===== src/rtl/vector_control_fsm.sv =====
// Control FSM for vector load/store and data-processing instructions.
// Each instruction is accepted in IDLE, routed from DECODE, then walks one memory access per lane.
module vector_control_fsm #(
    parameter int LANES   = 4,
    parameter int FUNCT_W = 2,
    localparam int LIDX_W = (LANES > 1) ? $clog2(LANES) : 1
) (
    input  logic               clk,
    input  logic               rst_n,
    input  logic               instr_valid,
    output logic               instr_ready,
    input  logic [1:0]         Op,
    input  logic [FUNCT_W-1:0] Funct,
    output logic               mem_req,
    input  logic               mem_ack,
    output logic [LIDX_W-1:0]  lane_idx,
    output logic               RegW,
    output logic               MemW,
    output logic               MemToReg,
    output logic               ALUSrc,
    output logic               ALUOp,
    output logic [1:0]         ImmSrc,
    output logic [1:0]         RegSrc,
    output logic               done,
    output logic               illegal,
    output logic               busy
);

    typedef enum logic [2:0] {IDLE, DECODE, EXEC, MEM, DONE} state_t;

    // Control words packed as {MemToReg,MemW,ALUSrc,ImmSrc,RegW,RegSrc,ALUOp}
    localparam logic [8:0] CW_DP_REG = 9'b0_0_0_11_1_00_1;
    localparam logic [8:0] CW_DP_IMM = 9'b0_0_1_00_1_00_1;
    localparam logic [8:0] CW_STRV   = 9'b0_1_1_01_0_10_0;
    localparam logic [8:0] CW_LDRV   = 9'b1_0_0_01_1_00_0;
    localparam logic [LIDX_W-1:0] LAST_LANE = LIDX_W'(LANES - 1);

    state_t            state_q, state_d;
    logic [1:0]        op_q, op_d;
    logic              load_q, load_d;
    logic [LIDX_W-1:0] lane_q, lane_d;
    logic [8:0]        ctrl;

    always_ff @(posedge clk or negedge rst_n) begin
        if (!rst_n) begin
            state_q <= IDLE;
            op_q    <= '0;
            load_q  <= 1'b0;
            lane_q  <= '0;
        end else begin
            state_q <= state_d;
            op_q    <= op_d;
            load_q  <= load_d;
            lane_q  <= lane_d;
        end
    end

    always_comb begin
        state_d     = state_q;
        op_d        = op_q;
        load_d      = load_q;
        lane_d      = lane_q;
        instr_ready = 1'b0;
        busy        = 1'b1;
        mem_req     = 1'b0;
        lane_idx    = '0;
        done        = 1'b0;
        illegal     = 1'b0;
        ctrl        = '0;
        case (state_q)
            IDLE: begin
                instr_ready = 1'b1;
                busy        = 1'b0;
                if (instr_valid) begin
                    op_d    = Op;
                    load_d  = Funct[0];
                    state_d = DECODE;
                end
            end
            DECODE: begin
                case (op_q)
                    2'b00, 2'b01: state_d = EXEC;
                    2'b10: begin
                        lane_d  = '0;
                        state_d = MEM;
                    end
                    default: begin
                        illegal = 1'b1;
                        state_d = IDLE;
                    end
                endcase
            end
            EXEC: begin
                ctrl    = op_q[0] ? CW_DP_IMM : CW_DP_REG;
                state_d = DONE;
            end
            MEM: begin
                mem_req  = 1'b1;
                lane_idx = lane_q;
                ctrl     = load_q ? CW_LDRV : CW_STRV;
                // Loads write the register file once per acknowledged lane only
                ctrl[3]  = load_q && mem_ack;
                if (mem_ack) begin
                    if (lane_q == LAST_LANE) state_d = DONE;
                    else                     lane_d  = lane_q + LIDX_W'(1);
                end
            end
            DONE: begin
                done    = 1'b1;
                state_d = IDLE;
            end
            default: state_d = IDLE;
        endcase
    end

    assign {MemToReg, MemW, ALUSrc, ImmSrc, RegW, RegSrc, ALUOp} = ctrl;

endmodule


===== config.mk =====
export PLATFORM = sky130hd
export DESIGN_NAME = vector_control_fsm
export DESIGN_NICKNAME = d
export VERILOG_FILES = /design/src/rtl/vector_control_fsm.sv
export SDC_FILE = /design/constraint.sdc
export NUM_CORES = 1
export LEC_CHECK = 0
export ABC_AREA = 1
export CORE_MARGIN = 3
export CORE_UTILIZATION = 44
export CTS_CLUSTER_SIZE = 20
export DETAILED_ROUTE_END_ITERATION = 12
export PLACE_DENSITY = 0.81
export SLEW_MARGIN = 15
export SYNTH_ARGS = -nofsm -noshare
export SYNTH_HDL_FRONTEND = slang
export SYNTH_SLANG_ARGS = --single-unit
export TNS_END_PERCENT = 10

===== constraint.sdc =====
create_clock -name clk -period 3.1 [get_ports clk]
set_input_delay 0.775 -clock clk [delete_from_list [all_inputs] [get_ports clk]]
set_output_delay 0.775 -clock clk [all_outputs]
set_load 0.05 [all_outputs]

==> results_dict.tcl, run 1 <==
set metrics [dict create \
    outcome "finished, final reports clean" \
    synthesis.yosys.warnings 0 \
    tritoncts_num_sinks 8 \
    p_switching_mw 0.554 \
    total_power_mw 0.953 \
    detail_route.drc_violations 0 \
    wl_um 1240 \
    hold-worst-slack_ps 546 \
    via_count_of_the_first_global_routing_pass 507 \
    insertedDiodeCount 0 \
    max_clock_freq_mhz 349 \
    layout-drive-gt1-share_pct 17.5 \
    port_buffers 21 \
    hold_violations 0 \
    worst_path_largest_cell_delay_ps 840 \
    antenna_found_initial 0 \
    cts_resized 0 \
    rr_worst_depth 4 \
    timing.hold.worst.class "reg -> reg" \
    postLayoutSetupSlackWorst_ps 232 \
    clock_power_share_pct 8.7 \
    p_leak_nw 0.395 \
    crit_chain "nand3_4, o22ai_1, clkdlybuf4s50_1" \
    clkSlewWorstSetupHoldPaths_ps 60 \
    sequential_group_share_of_total_power_pct 23.3 \
    critical_path_class "reg -> out" \
    cts_buffers 3 \
    slowest_stage "clkdlybuf4s50_1" \
    tritoncts "done" \
    max-vdd-ir-drop_mv 0.759 \
    worst-slew-pin-transition_ps 503 \
    min_to "lane_q[1]" \
    synth_seq_cells 8 \
    period_share_pct 92.5 \
    synth.avg_cell_area_um2 7.65 \
    post_synthesis_instance_total 77 \
    worst_slew_margin_rel_pct 66.3 \
    peak_fanout_along_the_critical_path 9 \
    area_enclosed_by_the_die_boundary_um2 1810 \
    worst-r2r-setup-slack_ps 1940 \
    area_growth_syn_to_layout_pct 35.7 \
    nets 108 \
    gr-usage-all-layers_pct 15.1 \
    crit-reg2reg-capture "lane_q[1]" \
    post_cts.repair.setup_buffers 0 \
    power.share.switching_pct 58.1 \
    tns_ps 0 \
    fp-row-count 12 \
    maximum_number_of_pins_on_one_net_before_global_route_repair 10 \
    dpl_worst_slack_ps 521 \
    detail_route.iter0.violations 17 \
    post_drt_via_cell_ratio 4.88 \
    critical_path_arrival_ps 2090 \
    netlist-cell-type-count 23 \
    post_drt_wl_per_cell_um 11.2 \
    ant_nets 0 \
    power_frac_comb_pct 67.9 \
    end_kind "output pin" \
    die_height_um 42.6 \
    layout_min_cycle_time_ps 2870 \
    clkLatencyLatePin_ps 260 \
    overflow 0 \
    initial_utilization_pct 49.7 \
    worstHoldPathCells 2 \
    die_width_um 42.6 \
    design.core.area_um2 1190 \
    p_per_area_nw_per_um2 1190 \
    p_int_mw 0.399 \
    place.detailed.hpwl_um 983 \
    grt_setup_unrepaired "false" \
    max-clock-path-buffers 2 \
    grt_first_pass_wirelength_um 2100 \
    placedInstanceArea_um2 777 \
    cts-hold-fix-buffers 0 \
    final_cell_area_um2 800 \
    final_max_slew_viol_count 0 \
    synth-seq-area-share_pct 34.0 \
    routed-via-count 542 \
    worst_setup_path_start_kind "register" \
    reg2reg_from "state_q[1]" \
    ctsRootBufferMaster "clkbuf_4" \
    cts_max_level 1 \
    setup-violations-final 0 \
    max_cap_violations 0 \
    synthesis.area_um2 589 \
    postSynthNetCount 86 \
    hp-start "lane_q[1]" \
    boundaryPins 24 \
    detailedRoute.firstPassIterationCount 4 \
    critical_path_required_ps 2320 \
    place.gp.congestion 0.754 \
    setup_skew_after_layout_ps 2.36 \
]
worst max-delay path: cells and delay by family, from the launching register on:
kind / cells / cell delay, ps
AOI/OAI and AO/OA: 1 / 220
buffers and inverters: 1 / 840
DFF: 1 / 580
and+or+nand+nor: 1 / 200
power groups by stage:
stage / sequential, mW / combinational, mW / clock [mW]
6_report: 0.222 / 0.647 / 0.0832
5_1_grt: 0.232 / 0.686 / 0.0902
4_1_cts: 0.223 / 0.650 / 0.0820
3_5_place_dp: 0.224 / 0.647 / 0
3_3_place_gp: 0.220 / 0.639 / 0
2_1_floorplan: 0.183 / 0.535 / 0
metrics by stage:
step,std cells,util (%)
CTS,111,67.4
detailed placement,108,65.5
global placement,108,65.5
global route,111,67.4
floorplan,77,-
finish,111,67.4
synth_stat cells:
master,count,area (µm²)
dfrtp_1,8,200
nor2_8,1,20.0
o211ai_1,1,7.51
nand2_2,2,12.5
nor2_4,2,22.5
conb_1,1,3.75
nand2_1,13,48.8
inv_1,12,45.0
nor2_1,11,41.3
nand3_4,1,17.5
buf_4,2,15.0
o21ai_0,4,20.0
buf_6,2,22.5
nor2_2,2,12.5
nor4_1,1,6.26
nor3_1,1,5.00
inv_2,2,7.51
ha_1,1,12.5
nand3_1,4,20.0
nor3_2,1,10.0
nand2_4,2,22.5
o22ai_1,1,6.26
a21oi_1,2,10.0
cells in the final DEF (no fill, tap or decap), drive strengths merged:
cell type / count
a21oi: 2
buf: 1
clkbuf: 3
clkdlybuf4s50: 20
conb: 1
dfrtp: 8
ha: 1
inv: 14
nand2: 17
nand3: 5
nor2: 16
nor3: 2
nor4: 1
o211ai: 1
o21ai: 4
o22ai: 1
per-layer routing:
metal / GRT usage, % / vias to the layer above / wire length [µm]
met1: 18.4 / 243 / 563
met3: 5.58 / 3 / 88
met5: 0 / - / 0
met4: 7.45 / 0 / 14
li1: - / 278 / -
met2: 23.1 / 18 / 575
sequential cells by signal, summed over array words and instances, names as in the netlist:
name     cells
state_q      3
op_q         2
load_q       1
lane_q       2
cell type report:
cell class                      instances  area, µm²
Multi-Input combinational cell         51        299
Sequential cell                         8        200
Tap cell                               14       17.5
Inverter                               14       52.6
Timing Repair Buffer                   21        208
Fill cell                             115        387
Clock buffer                            3       22.5
how the worst max path moves through the flow:
stage	slack [ps]	cells after the start	startpoint	to
after floorplan	260	3	state_q[0]	illegal
after global placement	540	3	state_q[0]	illegal
after detailed placement	520	3	state_q[1]	ALUSrc
after CTS	240	3	state_q[1]	ALUSrc
after global routing	140	4	state_q[0]	ALUSrc
final	230	3	state_q[1]	ALUSrc
cell families (layout without fill, tap and decap cells):
kind of cell / Yosys count / after routing / share of synthesized area, %
AO/OA/AOI/OAI: 8 / 8 / 7.43
adder cells (fa/ha/maj): 1 / 1 / 2.12
other: 1 / 1 / 0.636
buffers and inverters: 18 / 38 / 15.3
AND/OR/NAND/NOR: 41 / 41 / 40.6
flip-flops: 8 / 8 / 34.0
No activity file was read; power rests on OpenSTA's default activity.
==> inputs of run 2 (changes only) <==
--- a/config.mk
+++ b/config.mk
@@ -11,6 +11,7 @@
 export CTS_CLUSTER_SIZE = 20
 export DETAILED_ROUTE_END_ITERATION = 12
 export PLACE_DENSITY = 0.81
+export SKIP_CTS_REPAIR_TIMING = 1
 export SLEW_MARGIN = 15
 export SYNTH_ARGS = -nofsm -noshare
 export SYNTH_HDL_FRONTEND = slang
==> results of run 2 <==
Final layout, timing and power as in run 1 (identical DEF).
==> inputs of run 3 (changes only) <==
--- a/config.mk
+++ b/config.mk
@@ -12,7 +12,7 @@
 export DETAILED_ROUTE_END_ITERATION = 12
 export PLACE_DENSITY = 0.81
 export SKIP_CTS_REPAIR_TIMING = 1
-export SLEW_MARGIN = 15
+export SLEW_MARGIN = 0
 export SYNTH_ARGS = -nofsm -noshare
 export SYNTH_HDL_FRONTEND = slang
 export SYNTH_SLANG_ARGS = --single-unit
==> results of run 3 <==
Final layout, timing and power as in run 1 (identical DEF).
